`src/rtl/gb_mcu_pkg.sv`:
```
// ---------------------------------------------------------------------------
// gb_mcu_pkg
// Shared definitions for the Game Boy style memory controller: region
// boundaries, IO register addresses, DMA state encodings and small decode
// helpers used by gb_mcu and gb_mcu_dma.
// ---------------------------------------------------------------------------
package gb_mcu_pkg;

    localparam logic [15:0] BOOT_LIMIT     = 16'h00FF;
    localparam logic [15:0] ECHO_BASE      = 16'hE000;
    localparam logic [15:0] ECHO_LIMIT     = 16'hFDFF;
    localparam logic [15:0] ECHO_OFFSET    = 16'h2000;
    localparam logic [15:0] OAM_BASE       = 16'hFE00;
    localparam logic [15:0] OAM_LIMIT      = 16'hFE9F;
    localparam logic [15:0] UNUSABLE_LIMIT = 16'hFEFF;
    localparam logic [15:0] HRAM_BASE      = 16'hFF80;
    localparam logic [15:0] HRAM_LIMIT     = 16'hFFFE;

    localparam logic [15:0] ADDR_IF   = 16'hFF0F;
    localparam logic [15:0] ADDR_DMA  = 16'hFF46;
    localparam logic [15:0] ADDR_BOOT = 16'hFF50;
    localparam logic [15:0] ADDR_IE   = 16'hFFFF;

    // Last byte index of an OAM transfer (160 bytes).
    localparam logic [7:0] DMA_LAST       = 8'h9F;
    localparam logic [7:0] ECHO_HI        = 8'hE0;
    localparam logic [7:0] ECHO_HI_OFFSET = 8'h20;

    typedef enum logic [1:0] {
        DMA_IDLE = 2'd0,
        DMA_RD   = 2'd1,
        DMA_WR   = 2'd2
    } dmaState_t;

    typedef enum logic [2:0] {
        RGN_BOOT,
        RGN_EXT,
        RGN_UNUSABLE,
        RGN_HRAM,
        RGN_IF,
        RGN_DMA,
        RGN_BOOTREG,
        RGN_IE
    } region_t;

    // Where the second read stage takes its data from.
    typedef enum logic [1:0] {
        SEL_REG,
        SEL_EXT,
        SEL_BOOT
    } rdSel_t;

    function automatic region_t decodeRegion(input logic [15:0] addr, input logic bootEn);
        region_t rgn;
        if (addr <= BOOT_LIMIT)
            rgn = bootEn ? RGN_BOOT : RGN_EXT;
        else if (addr <= OAM_LIMIT)
            rgn = RGN_EXT;          // cartridge, VRAM, ext RAM, WRAM, echo, OAM
        else if (addr <= UNUSABLE_LIMIT)
            rgn = RGN_UNUSABLE;
        else if (addr == ADDR_IF)
            rgn = RGN_IF;
        else if (addr == ADDR_DMA)
            rgn = RGN_DMA;
        else if (addr == ADDR_BOOT)
            rgn = RGN_BOOTREG;
        else if (addr == ADDR_IE)
            rgn = RGN_IE;
        else if (addr >= HRAM_BASE && addr <= HRAM_LIMIT)
            rgn = RGN_HRAM;
        else
            rgn = RGN_EXT;          // remaining FF00-FF7F IO lives outside
        return rgn;
    endfunction

    // Echo RAM mirrors C000-DDFF.
    function automatic logic [15:0] extAddr(input logic [15:0] addr);
        return (addr >= ECHO_BASE && addr <= ECHO_LIMIT) ? addr - ECHO_OFFSET : addr;
    endfunction

    // DMA source page: every page from E0h up is folded down by 20h.
    function automatic logic [7:0] dmaSrcHi(input logic [7:0] hi);
        return (hi >= ECHO_HI) ? hi - ECHO_HI_OFFSET : hi;
    endfunction

endpackage

```
`src/rtl/gb_mcu_dma.sv`:
```
// ---------------------------------------------------------------------------
// gb_mcu_dma
// OAM DMA engine: copies 160 bytes from page iSrcHi (XX00-XX9F) to FE00-FE9F,
// one read cycle followed by one write cycle per byte. All outputs are
// registered; the parent muxes them onto the external bus while oActive.
//
//   state    | meaning
//   ---------+-----------------------------------------------------------
//   DMA_IDLE | no transfer, bus belongs to the CPU
//   DMA_RD   | oRe at source byte; data arrives next cycle
//   DMA_WR   | oWe at OAM byte with the data read in the previous cycle
//
// Ports:
//   iClock, iReset  clock, synchronous active-high reset
//   iStart          start (or restart at byte 0) a transfer
//   iSrcHi          source page as written by the CPU
//   oActive         transfer in progress
//   oAddr/oRe/oWe   external bus request
// ---------------------------------------------------------------------------
module gb_mcu_dma
    import gb_mcu_pkg::*;
(
    input  logic        iClock,
    input  logic        iReset,
    input  logic        iStart,
    input  logic [7:0]  iSrcHi,
    output logic        oActive,
    output logic [15:0] oAddr,
    output logic        oRe,
    output logic        oWe
);

    dmaState_t  state;
    logic [7:0] count;
    logic [7:0] srcHi;

    always_ff @(posedge iClock) begin
        if (iReset) begin
            state   <= DMA_IDLE;
            count   <= 8'h00;
            srcHi   <= 8'h00;
            oActive <= 1'b0;
            oAddr   <= 16'h0000;
            oRe     <= 1'b0;
            oWe     <= 1'b0;
        end else if (iStart) begin
            state   <= DMA_RD;
            count   <= 8'h00;
            srcHi   <= dmaSrcHi(iSrcHi);
            oActive <= 1'b1;
            oAddr   <= {dmaSrcHi(iSrcHi), 8'h00};
            oRe     <= 1'b1;
            oWe     <= 1'b0;
        end else begin
            case (state)
                DMA_RD: begin
                    state <= DMA_WR;
                    oAddr <= OAM_BASE + {8'h00, count};
                    oRe   <= 1'b0;
                    oWe   <= 1'b1;
                end
                DMA_WR: begin
                    if (count == DMA_LAST) begin
                        state   <= DMA_IDLE;
                        oActive <= 1'b0;
                        oAddr   <= 16'h0000;
                        oRe     <= 1'b0;
                        oWe     <= 1'b0;
                    end else begin
                        state <= DMA_RD;
                        count <= count + 8'd1;
                        oAddr <= {srcHi, count + 8'd1};
                        oRe   <= 1'b1;
                        oWe   <= 1'b0;
                    end
                end
                default: begin
                    state   <= DMA_IDLE;
                    oActive <= 1'b0;
                    oRe     <= 1'b0;
                    oWe     <= 1'b0;
                end
            endcase
        end
    end

endmodule

```
`src/rtl/gb_mcu.sv`:
```
// ---------------------------------------------------------------------------
// gb_mcu
// CPU-side memory controller: address decode, echo remap, boot ROM overlay,
// HRAM, IF/IE/DMA/boot-disable registers, 2-cycle read pipeline and the
// external bus mux shared with the OAM DMA engine.
//
// Ports:
//   iClock, iReset                 clock, synchronous active-high reset
//   iCpuAddr/iCpuData              CPU address and write data
//   iCpuWe/iCpuReadRequest         one-cycle write / read strobes
//   oCpuData                       registered read data
//   oExtAddr/oExtData/oExtWe/oExtRe, iExtData   external synchronous memories
//   oBootAddr/iBootData            boot ROM port
//   oDmaActive                     OAM DMA in progress
//   oIE/oIF                        interrupt enable / flag registers
// ---------------------------------------------------------------------------
module gb_mcu
    import gb_mcu_pkg::*;
(
    input  logic        iClock,
    input  logic        iReset,
    input  logic [15:0] iCpuAddr,
    input  logic [7:0]  iCpuData,
    input  logic        iCpuWe,
    input  logic        iCpuReadRequest,
    output logic [7:0]  oCpuData,
    output logic [15:0] oExtAddr,
    output logic [7:0]  oExtData,
    output logic        oExtWe,
    output logic        oExtRe,
    input  logic [7:0]  iExtData,
    output logic [7:0]  oBootAddr,
    input  logic [7:0]  iBootData,
    output logic        oDmaActive,
    output logic [7:0]  oIE,
    output logic [7:0]  oIF
);

    logic       bootEn;
    logic [7:0] regIE;
    logic [7:0] regIF;
    logic [7:0] regDma;
    logic [7:0] hram [0:126];

    logic       rdPend;
    rdSel_t     rdSel;
    logic [7:0] rdVal;

    region_t     region;
    logic [15:0] cpuExtAddr;
    logic [6:0]  hramIdx;
    logic        cpuRd;
    logic        cpuWr;
    logic        allowed;
    logic        dmaStart;

    logic        dmaActive;
    logic [15:0] dmaAddr;
    logic        dmaRe;
    logic        dmaWe;

    always_comb begin
        region     = decodeRegion(iCpuAddr, bootEn);
        cpuExtAddr = extAddr(iCpuAddr);
        hramIdx    = iCpuAddr[6:0];
        cpuWr      = iCpuWe;
        cpuRd      = iCpuReadRequest & ~iCpuWe;     // write wins over read
        // While DMA owns the bus only HRAM and the DMA register stay reachable.
        allowed    = ~dmaActive | (region == RGN_HRAM) | (region == RGN_DMA);
        dmaStart   = cpuWr & (region == RGN_DMA);
    end

    gb_mcu_dma uDma (
        .iClock  (iClock),
        .iReset  (iReset),
        .iStart  (dmaStart),
        .iSrcHi  (iCpuData),
        .oActive (dmaActive),
        .oAddr   (dmaAddr),
        .oRe     (dmaRe),
        .oWe     (dmaWe)
    );

    always_ff @(posedge iClock) begin
        if (iReset) begin
            bootEn   <= 1'b1;
            regIE    <= 8'h00;
            regIF    <= 8'h00;
            regDma   <= 8'h00;
            rdPend   <= 1'b0;
            rdSel    <= SEL_REG;
            rdVal    <= 8'h00;
            oCpuData <= 8'h00;
        end else begin
            // Second stage: external and boot data arrive one cycle after the request.
            if (rdPend) begin
                case (rdSel)
                    SEL_EXT:  oCpuData <= iExtData;
                    SEL_BOOT: oCpuData <= iBootData;
                    default:  oCpuData <= rdVal;
                endcase
            end

            // First stage: classify the request and capture internal data.
            rdPend <= cpuRd;
            if (cpuRd) begin
                rdSel <= SEL_REG;
                rdVal <= 8'hFF;
                if (allowed) begin
                    case (region)
                        RGN_BOOT:    rdSel <= SEL_BOOT;
                        RGN_EXT:     rdSel <= SEL_EXT;
                        RGN_HRAM:    rdVal <= hram[hramIdx];
                        RGN_IF:      rdVal <= {3'b111, regIF[4:0]};
                        RGN_DMA:     rdVal <= regDma;
                        RGN_BOOTREG: rdVal <= {7'h7F, ~bootEn};
                        RGN_IE:      rdVal <= regIE;
                        default:     rdVal <= 8'hFF;
                    endcase
                end
            end

            if (cpuWr && allowed) begin
                case (region)
                    RGN_IF:      regIF  <= iCpuData;
                    RGN_IE:      regIE  <= iCpuData;
                    RGN_DMA:     regDma <= iCpuData;
                    RGN_BOOTREG: if (iCpuData != 8'h00) bootEn <= 1'b0;
                    default:     ;
                endcase
            end
        end
    end

    // HRAM keeps its contents across reset.
    always_ff @(posedge iClock) begin
        if (!iReset && cpuWr && region == RGN_HRAM)
            hram[hramIdx] <= iCpuData;
    end

    // External bus mux. Reset gates the bus immediately so an aborted DMA
    // cannot issue a write during the reset cycle itself.
    always_comb begin
        oExtAddr = 16'h0000;
        oExtData = 8'h00;
        oExtWe   = 1'b0;
        oExtRe   = 1'b0;
        if (!iReset) begin
            if (dmaActive) begin
                oExtAddr = dmaAddr;
                oExtData = iExtData;
                oExtWe   = dmaWe;
                oExtRe   = dmaRe;
            end else if (cpuWr) begin
                if (region == RGN_EXT) begin
                    oExtAddr = cpuExtAddr;
                    oExtData = iCpuData;
                    oExtWe   = 1'b1;
                end
            end else if (cpuRd && region == RGN_EXT) begin
                oExtAddr = cpuExtAddr;
                oExtRe   = 1'b1;
            end
        end
    end

    assign oBootAddr  = iCpuAddr[7:0];
    assign oDmaActive = dmaActive;
    assign oIE        = regIE;
    assign oIF        = regIF;

endmodule

```
`config.mk`:
```
export PLATFORM = sky130hd
export DESIGN_NAME = gb_mcu
export DESIGN_NICKNAME = d
export VERILOG_FILES = /design/src/rtl/gb_mcu_pkg.sv /design/src/rtl/gb_mcu_dma.sv /design/src/rtl/gb_mcu.sv
export SDC_FILE = /design/constraint.sdc
export NUM_CORES = 1
export LEC_CHECK = 0
export BUFFER_PORTS_ARGS = -buffer_cell sky130_fd_sc_hd__buf_2
export CAP_MARGIN = 20
export CORE_ASPECT_RATIO = 1.5
export CORE_MARGIN = 8
export CORE_UTILIZATION = 50
export CTS_CLUSTER_SIZE = 25
export DETAILED_ROUTE_END_ITERATION = 8
export GPL_ROUTABILITY_DRIVEN = 1
export PLACE_DENSITY = 0.66
export SLEW_MARGIN = 25
export SYNTH_ARGS = -nofsm -noshare
export SYNTH_HDL_FRONTEND = slang
export SYNTH_HIERARCHICAL = 1
export SYNTH_SLANG_ARGS = --single-unit
```
`constraint.sdc`:
```
create_clock -name iClock -period 9.5 [get_ports iClock]
set_clock_uncertainty 0.2 [all_clocks]
set_input_delay 1.9 -clock iClock [delete_from_list [all_inputs] [get_ports iClock]]
set_output_delay 1.9 -clock iClock [all_outputs]
set_load 0.1 [all_outputs]
```
# Word level (Yosys, flattened, before mapping)
# Memories as Yosys holds them, arrays and structs flattened.
# Cells that the tools add are included.
word_totals:
  reg_bits: 81
  ram_bits: 1016
  in_bits: 44
  out_inout_bits: 59
  word_cells: 121
  n_memories: 1
op_classes:
  n_addsub: 4
  magnitude_cmp: 8
  eq_ne: 17
  muxes: 48
  n_bitwise: 8
  n_reduce_logical: 18
memory_table:
  columns: ["memory", "depth", "width", "rd", "rd_clocked_by_memory_dff", "wr", "line_no", "source"]
  rows:
  - ["hram", 127, 8, 1, 0, 1, "gb_mcu.sv:43", "logic [7:0] hram [0:126];"]
op_table:
  columns: ["op", "count"]
  rows:
  - ["2-to-1 mux 16 bit", 8]
  - ["== test 16 bit, second input constant", 4]
  - ["<= comparator 16 bit, second input constant", 4]
  - ["2-to-1 mux 8 bit", 6]
  - ["case mux 8 bit (5 select lines)", 1]
  - [">= comparator 16 bit, second input constant", 2]
  - ["case mux 16 bit (2 select lines)", 1]
  - ["2-to-1 mux 3 bit", 7]
  - ["2-to-1 mux 1 bit", 19]
  - ["<= comparator 16 x 8 -> 1 bit, second input constant", 1]
  - ["case mux 8 bit (2 select lines)", 1]
  - ["subtractor 16 x 14 -> 16 bit, second input constant", 1]
  - ["== test 3 bit, second input constant", 4]
  - ["adder 10 x 9 -> 11 bit, first input constant", 1]
  - ["AND reduction 2 bit", 5]
  - ["adder 8 x 1 -> 8 bit, second input constant", 1]
  - ["== test 8 bit, second input constant", 1]
  - [">= comparator 8 bit, second input constant", 1]
  - ["case mux 2 bit (2 select lines)", 2]
  - ["nonzero test 8 bit", 1]
  - ["subtractor 8 x 6 -> 8 bit, second input constant", 1]
  - ["logical AND 1 bit", 6]
  - ["== test 2 x 1 -> 1 bit, second input constant", 2]
  - ["== test 2 bit, second input constant", 2]
  - ["other kinds (15)", 21]

# Longest topological paths before layout
depth:
  ltp_word: 16
  mapped_depth: 13
  ltp_nobuf: 11

# By module
# Netlist, hierarchy kept.
modules_own_cells:
  columns: ["module", "instances", "cells_per_inst", "area_per_inst_um2", "seq_area_each_um2"]
  rows:
  - ["gb_mcu", 1, 2592, 41937.7, 31390.1]
  - ["gb_mcu_dma", 1, 183, 1551.5, 720.7]

# Worst setup path after synthesis
# Ideal clock, no wire load.
synth_path:
  path_kind: "input-to-output"
  from: "input port iCpuAddr[3]"
  to: "output port oExtRe"
  arrival_ns: 4.755
  required_time_ns: 7.400
  path_slack_ns: 2.645
  cell_stages: 8
  path_buffers: 1
  path_cell_list: "buf_2 -> and4_4 -> o211ai_2 -> a221oi_2 -> a21oi_1 -> nor4_1 -> nand2_1 -> a21oi_1"
synth_between:
  elab_chain_cells: 16
  elab_cells_between_ends: 24
  classes_between: "order compare: 5; eq/ne: 5; mux: 12; reduce/logical: 2"
synth_lines:
  columns: ["element", "line_no", "source"]
  rows:
  - ["start: declaration", "gb_mcu.sv:22", "input logic [15:0] iCpuAddr,"]
  - [">= comparator 16 bit / <= comparator 16 bit (equally long branches)", "gb_mcu_pkg.sv:69", "else if (addr >= HRAM_BASE && addr <= HRAM_LIMIT)"]
  - ["logical AND 1 bit", "gb_mcu_pkg.sv:69", null]
  - ["2-to-1 mux 2 bit", "gb_mcu_pkg.sv:69", null]
  - ["2-to-1 mux 3 bit", "gb_mcu_pkg.sv:67", "else if (addr == ADDR_IE)"]
  - ["2-to-1 mux 3 bit", "gb_mcu_pkg.sv:65", "else if (addr == ADDR_BOOT)"]
  - ["2-to-1 mux 3 bit", "gb_mcu_pkg.sv:63", "else if (addr == ADDR_DMA)"]
  - ["2-to-1 mux 3 bit", "gb_mcu_pkg.sv:61", "else if (addr == ADDR_IF)"]
  - ["2-to-1 mux 3 bit", "gb_mcu_pkg.sv:59", "else if (addr <= UNUSABLE_LIMIT)"]
  - ["2-to-1 mux 3 bit", "gb_mcu_pkg.sv:57", "else if (addr <= OAM_LIMIT)"]
  - ["2-to-1 mux 3 bit *", "gb_mcu_pkg.sv:55", "if (addr <= BOOT_LIMIT)"]
  - ["== test 3 x 1 -> 1 bit *", "gb_mcu.sv:160", "end else if (cpuRd && region == RGN_EXT) begin"]
  - ["logical AND 1 bit *", "gb_mcu.sv:160", null]
  - ["2-to-1 mux 1 bit *", "gb_mcu.sv:160", null]
  - ["2-to-1 mux 1 bit *", "gb_mcu.sv:154", "end else if (cpuWr) begin"]
  - ["2-to-1 mux 1 bit *", "gb_mcu.sv:149", "if (dmaActive) begin"]
  - ["2-to-1 mux 1 bit *", "gb_mcu.sv:148", "if (!iReset) begin"]
  - ["end: declaration", "gb_mcu.sv:30", "output logic oExtRe,"]
# Every way passes the cells marked *; elsewhere a longest branch is shown, timed or not.

# Final worst setup path
layout_path:
  from: "input port iCpuAddr[4]"
  to: "output port oExtAddr[11]"
layout_between:
  elab_chain_cells: 16
  elab_cells_between_ends: 30
  classes_between: "add/sub: 1; order compare: 7; eq/ne: 5; mux: 14; reduce/logical: 3"
layout_lines:
  columns: ["element", "line_no", "source"]
  rows:
  - [">= comparator 16 bit / <= comparator 16 bit (equally long branches)", "gb_mcu_pkg.sv:69", null]
  - ["logical AND 1 bit", "gb_mcu_pkg.sv:69", null]
  - ["2-to-1 mux 2 bit", "gb_mcu_pkg.sv:69", null]
  - ["2-to-1 mux 3 bit", "gb_mcu_pkg.sv:67", null]
  - ["2-to-1 mux 3 bit", "gb_mcu_pkg.sv:65", null]
  - ["2-to-1 mux 3 bit", "gb_mcu_pkg.sv:63", null]
  - ["2-to-1 mux 3 bit", "gb_mcu_pkg.sv:61", null]
  - ["2-to-1 mux 3 bit", "gb_mcu_pkg.sv:59", null]
  - ["2-to-1 mux 3 bit", "gb_mcu_pkg.sv:57", null]
  - ["2-to-1 mux 3 bit", "gb_mcu_pkg.sv:55", null]
  - ["== test 3 x 1 -> 1 bit", "gb_mcu.sv:155, gb_mcu.sv:160", null]
  - ["logical AND 1 bit", "gb_mcu.sv:160", null]
  - ["2-to-1 mux 16 bit", "gb_mcu.sv:160", null]
  - ["2-to-1 mux 16 bit *", "gb_mcu.sv:154", null]
  - ["2-to-1 mux 16 bit *", "gb_mcu.sv:149", null]
  - ["2-to-1 mux 16 bit *", "gb_mcu.sv:148", null]
  - ["end: declaration", "gb_mcu.sv:27", "output logic [15:0] oExtAddr,"]
# Marked as above.

==> results.txt <==
Max-slew headroom - 24.8%
Layout Area Growth over Synthesis - 10.9%
Yosys top cell by area - edfxtp_1
CP required - 7.40 ns
Fin worst setup slack - 2.14 ns
FF-to-FF Start - hram[9][1]
Area share of the largest cell type after synthesis - 70.2%
Critical Path Sink Type - primary output
TritonCTS buffer count - 95
Crit path launch - iCpuAddr[4]
#FFs+latches synth - 1096
TritonCTS clock tree - done
Routed len/inst - 34.6 um
Max Freq - 0.136 GHz
Hold Path Class - register to register
Sequential Power Share - 53.8%
Design area - 48200 um^2
Vias - 27700
Clock root buffer - clkbuf_16
Final Power - 9800 uW
Status - completed
Largest net degree at the start of global routing - 95
Pleak - 0.0153 uW
Die H - 377 um
Clock share of power - 40.0%
Die Footprint - 96900 um^2
Reg2reg setup slack - 6.23 ns
Fin. max-slew vios - 0
Synth Area in Compound Gates - 10.9%
GP Congestion - 1.01
Synthesis Warnings - 6
Drt drc - 0
Fillers - 6731
Routed WL - 141000 um
Crit start category - input port
# setup viols final - 0
Vias/cell - 6.82
Postcts setup bufs - 0
Net count, final - 2899
PwrDens - 203 nW/um^2
Hold_sp - regDma[6]
Layout cells sized above 1 - 17.8%
Detailed Place HPWL - 87700 um
Ys async rst share - 0%
Kind of critical path - input port to primary output
# diodes - 0
Row cnt - 132
Core Area - 86200 um^2
Post-CTS Resized - 0
Worst Tran Pin Value - 1.12 ns
Mapped Area - 43500 um^2
Final hold vios - 0
Yosys cell types - 92
CP arrival - 5.26 ns
Synth Area in Adders - 0.230%
Final non-filler cell total - 4063
Critical R2R Capture - rdVal[1]
Cell Int Power - 7590 uW
Most frequent cell after synthesis - edfxtp_1
Chip width - 257 um
Antenna viol nets, final - 0
Peak supply drop - 0.000133 V
Fin crit period - 7.36 ns
Top Ports - 103
Worst Hold Path EP - regDma[6]
Initial detailed-routing violation count - 3816
Sum Neg Setup Slack - 0 ns
Syn nets - 2827
Worst Reg-to-Reg Cells - 6
Skew-Pair Late Insertion Delay - 0.69 ns
Synth top cells by count - edfxtp_1 (1016), nor2_1 (251), o22ai_1 (211)
Vias in the first global route - 27500
CP Max Fanout - 22
Initial antenna violation count - 3
Avg Inst Size Synth - 15.7 um^2
CTS Sinks - 1096
Combinational power share - 6.3%
Congestion Overflow GR - 0
Hold path depth - 2
Level count of the clock H-tree - 3
# hold bufs at CTS - 0
Post-synth EDFFs - 1016
RSZ-0062 raised after global routing - no
Initial core utilization - 50.4%
Placed Area - 45100 um^2
Largest family of logic cells by synthesized area - compound AO/OA/AOI/OAI gates
Placed cell count - 3889
Sw Pwr - 2210 uW
Pre-CTS WS - 2.21 ns
PortBufs - 102
Synth area leaders - edfxtp_1 (70%), dfxtp_1 (3.7%), o22ai_1 (3.0%)
Pre-antenna DRT Iters - 8
Predominant post-synthesis flop cell - edfxtp_1
CTS clk-pin slew, worst paths - 0.06 ns
CTS Buffer Depth - 3
XOR/XNOR Fraction of Synth Area - 0.141%
Synth Area in Simple Gates - 5.71%
Fin crit share - 77.5%
Cells after Synth - 2775
Mux share of post-synthesis cell area - 6.70%
First-pass GRT wire length - 199000 um
Switching fraction of total power - 22.6%
Total GRT Usage - 28.3%
Seq/Total Area, Yosys - 73.8%
Max-Cap Viols - 0
-- worst max-delay path: stages --
cell and delay (ns):
buf_2 0.54, and4_4 0.42, o211ai_2 0.12, a221oi_2 0.36, a21oi_1 0.17, or4_4 0.57
nor3_4 0.51, a22o_1 0.23, buf_2 0.43
-- state kept, by name (all words and copies together) (netlist names) --
name          cells
oIF               8
uDma/count        8
rdPend            1
regDma            8
uDma/oAddr       16
oCpuData          8
rdVal             8
rdSel             2
uDma/oActive      1
uDma/oWe          1
uDma/oRe          1
uDma/srcHi        8
hram           1016
oIE               8
uDma/state        1
bootEn            1
-- cells by family after synthesis --
group	count (synthesis)
xor gates and xnor gates	7
adders and majority gates	8
DFF	1096
and+or+nand+nor	534
muxes	223
buffers and inverters	229
AOI/OAI and AO/OA	678
-- routing by layer --
metal	up-vias	routed length, um	track usage [%]
met2	2059	66100	46.0
met4	4	11900	20.0
li1	11300	-	-
met5	-	30	0
met3	533	15900	7.73
met1	13800	46700	32.5
-- per-stage QoR --
stage	hold WS (ns)	utilization [%]
2_1_floorplan	0.236	-
3_3_place_gp	0.242	52.3
3_5_place_dp	0.251	52.3
4_1_cts	0.261	55.9
5_1_grt	0.284	55.9
6_report	0.259	55.9
-- area by class of cell --
type | count | area, um^2 | share of cell area [%]
clock buffer | 127 | 2650 | 5.50
clock inverter | 47 | 443 | 0.918
inverter | 29 | 109 | 0.226
multi-input combinational | 1450 | 10300 | 21.5
sequential | 1096 | 32100 | 66.6
tap | 1139 | 1430 | 2.95
timing repair buffer | 175 | 1140 | 2.37
-- how the worst max path moves through the flow --
stage	to	slack (ns)	cells after the start
final	oExtAddr[11]	2.14	9
after global routing	oExtAddr[12]	2.03	9
after CTS	oExtAddr[12]	2.21	9
after detailed placement	oExtAddr[12]	2.21	9
after global placement	oExtAddr[2]	2.27	9
after floorplan	oExtRe	2.64	8
-- layout by cell type, fill, tap and decap left out, drive strengths merged, types with 19 or more instances in the layout --
cell    count
inv        31
a22o       29
o221ai     78
mux4       43
nor2      253
edfxtp   1016
dfxtp      80
o21ai      82
clkinv     36
mux2i      64
nor4       19
nand2     104
buf       174
a21oi      91
mux2      116
a211oi     35
clkbuf    128
o22ai     211
nand3      43
nor3       27
-- power by group through the flow --
stage	clock, uW	combinational, uW	sequential, uW
4_1_cts	3930	599	5270
3_5_place_dp	0	596	5380
3_3_place_gp	0	590	5380
2_1_floorplan	0	309	5380
5_1_grt	4090	624	5270
6_report	3920	613	5270
Note: power is estimated with default switching activity, not from simulation.
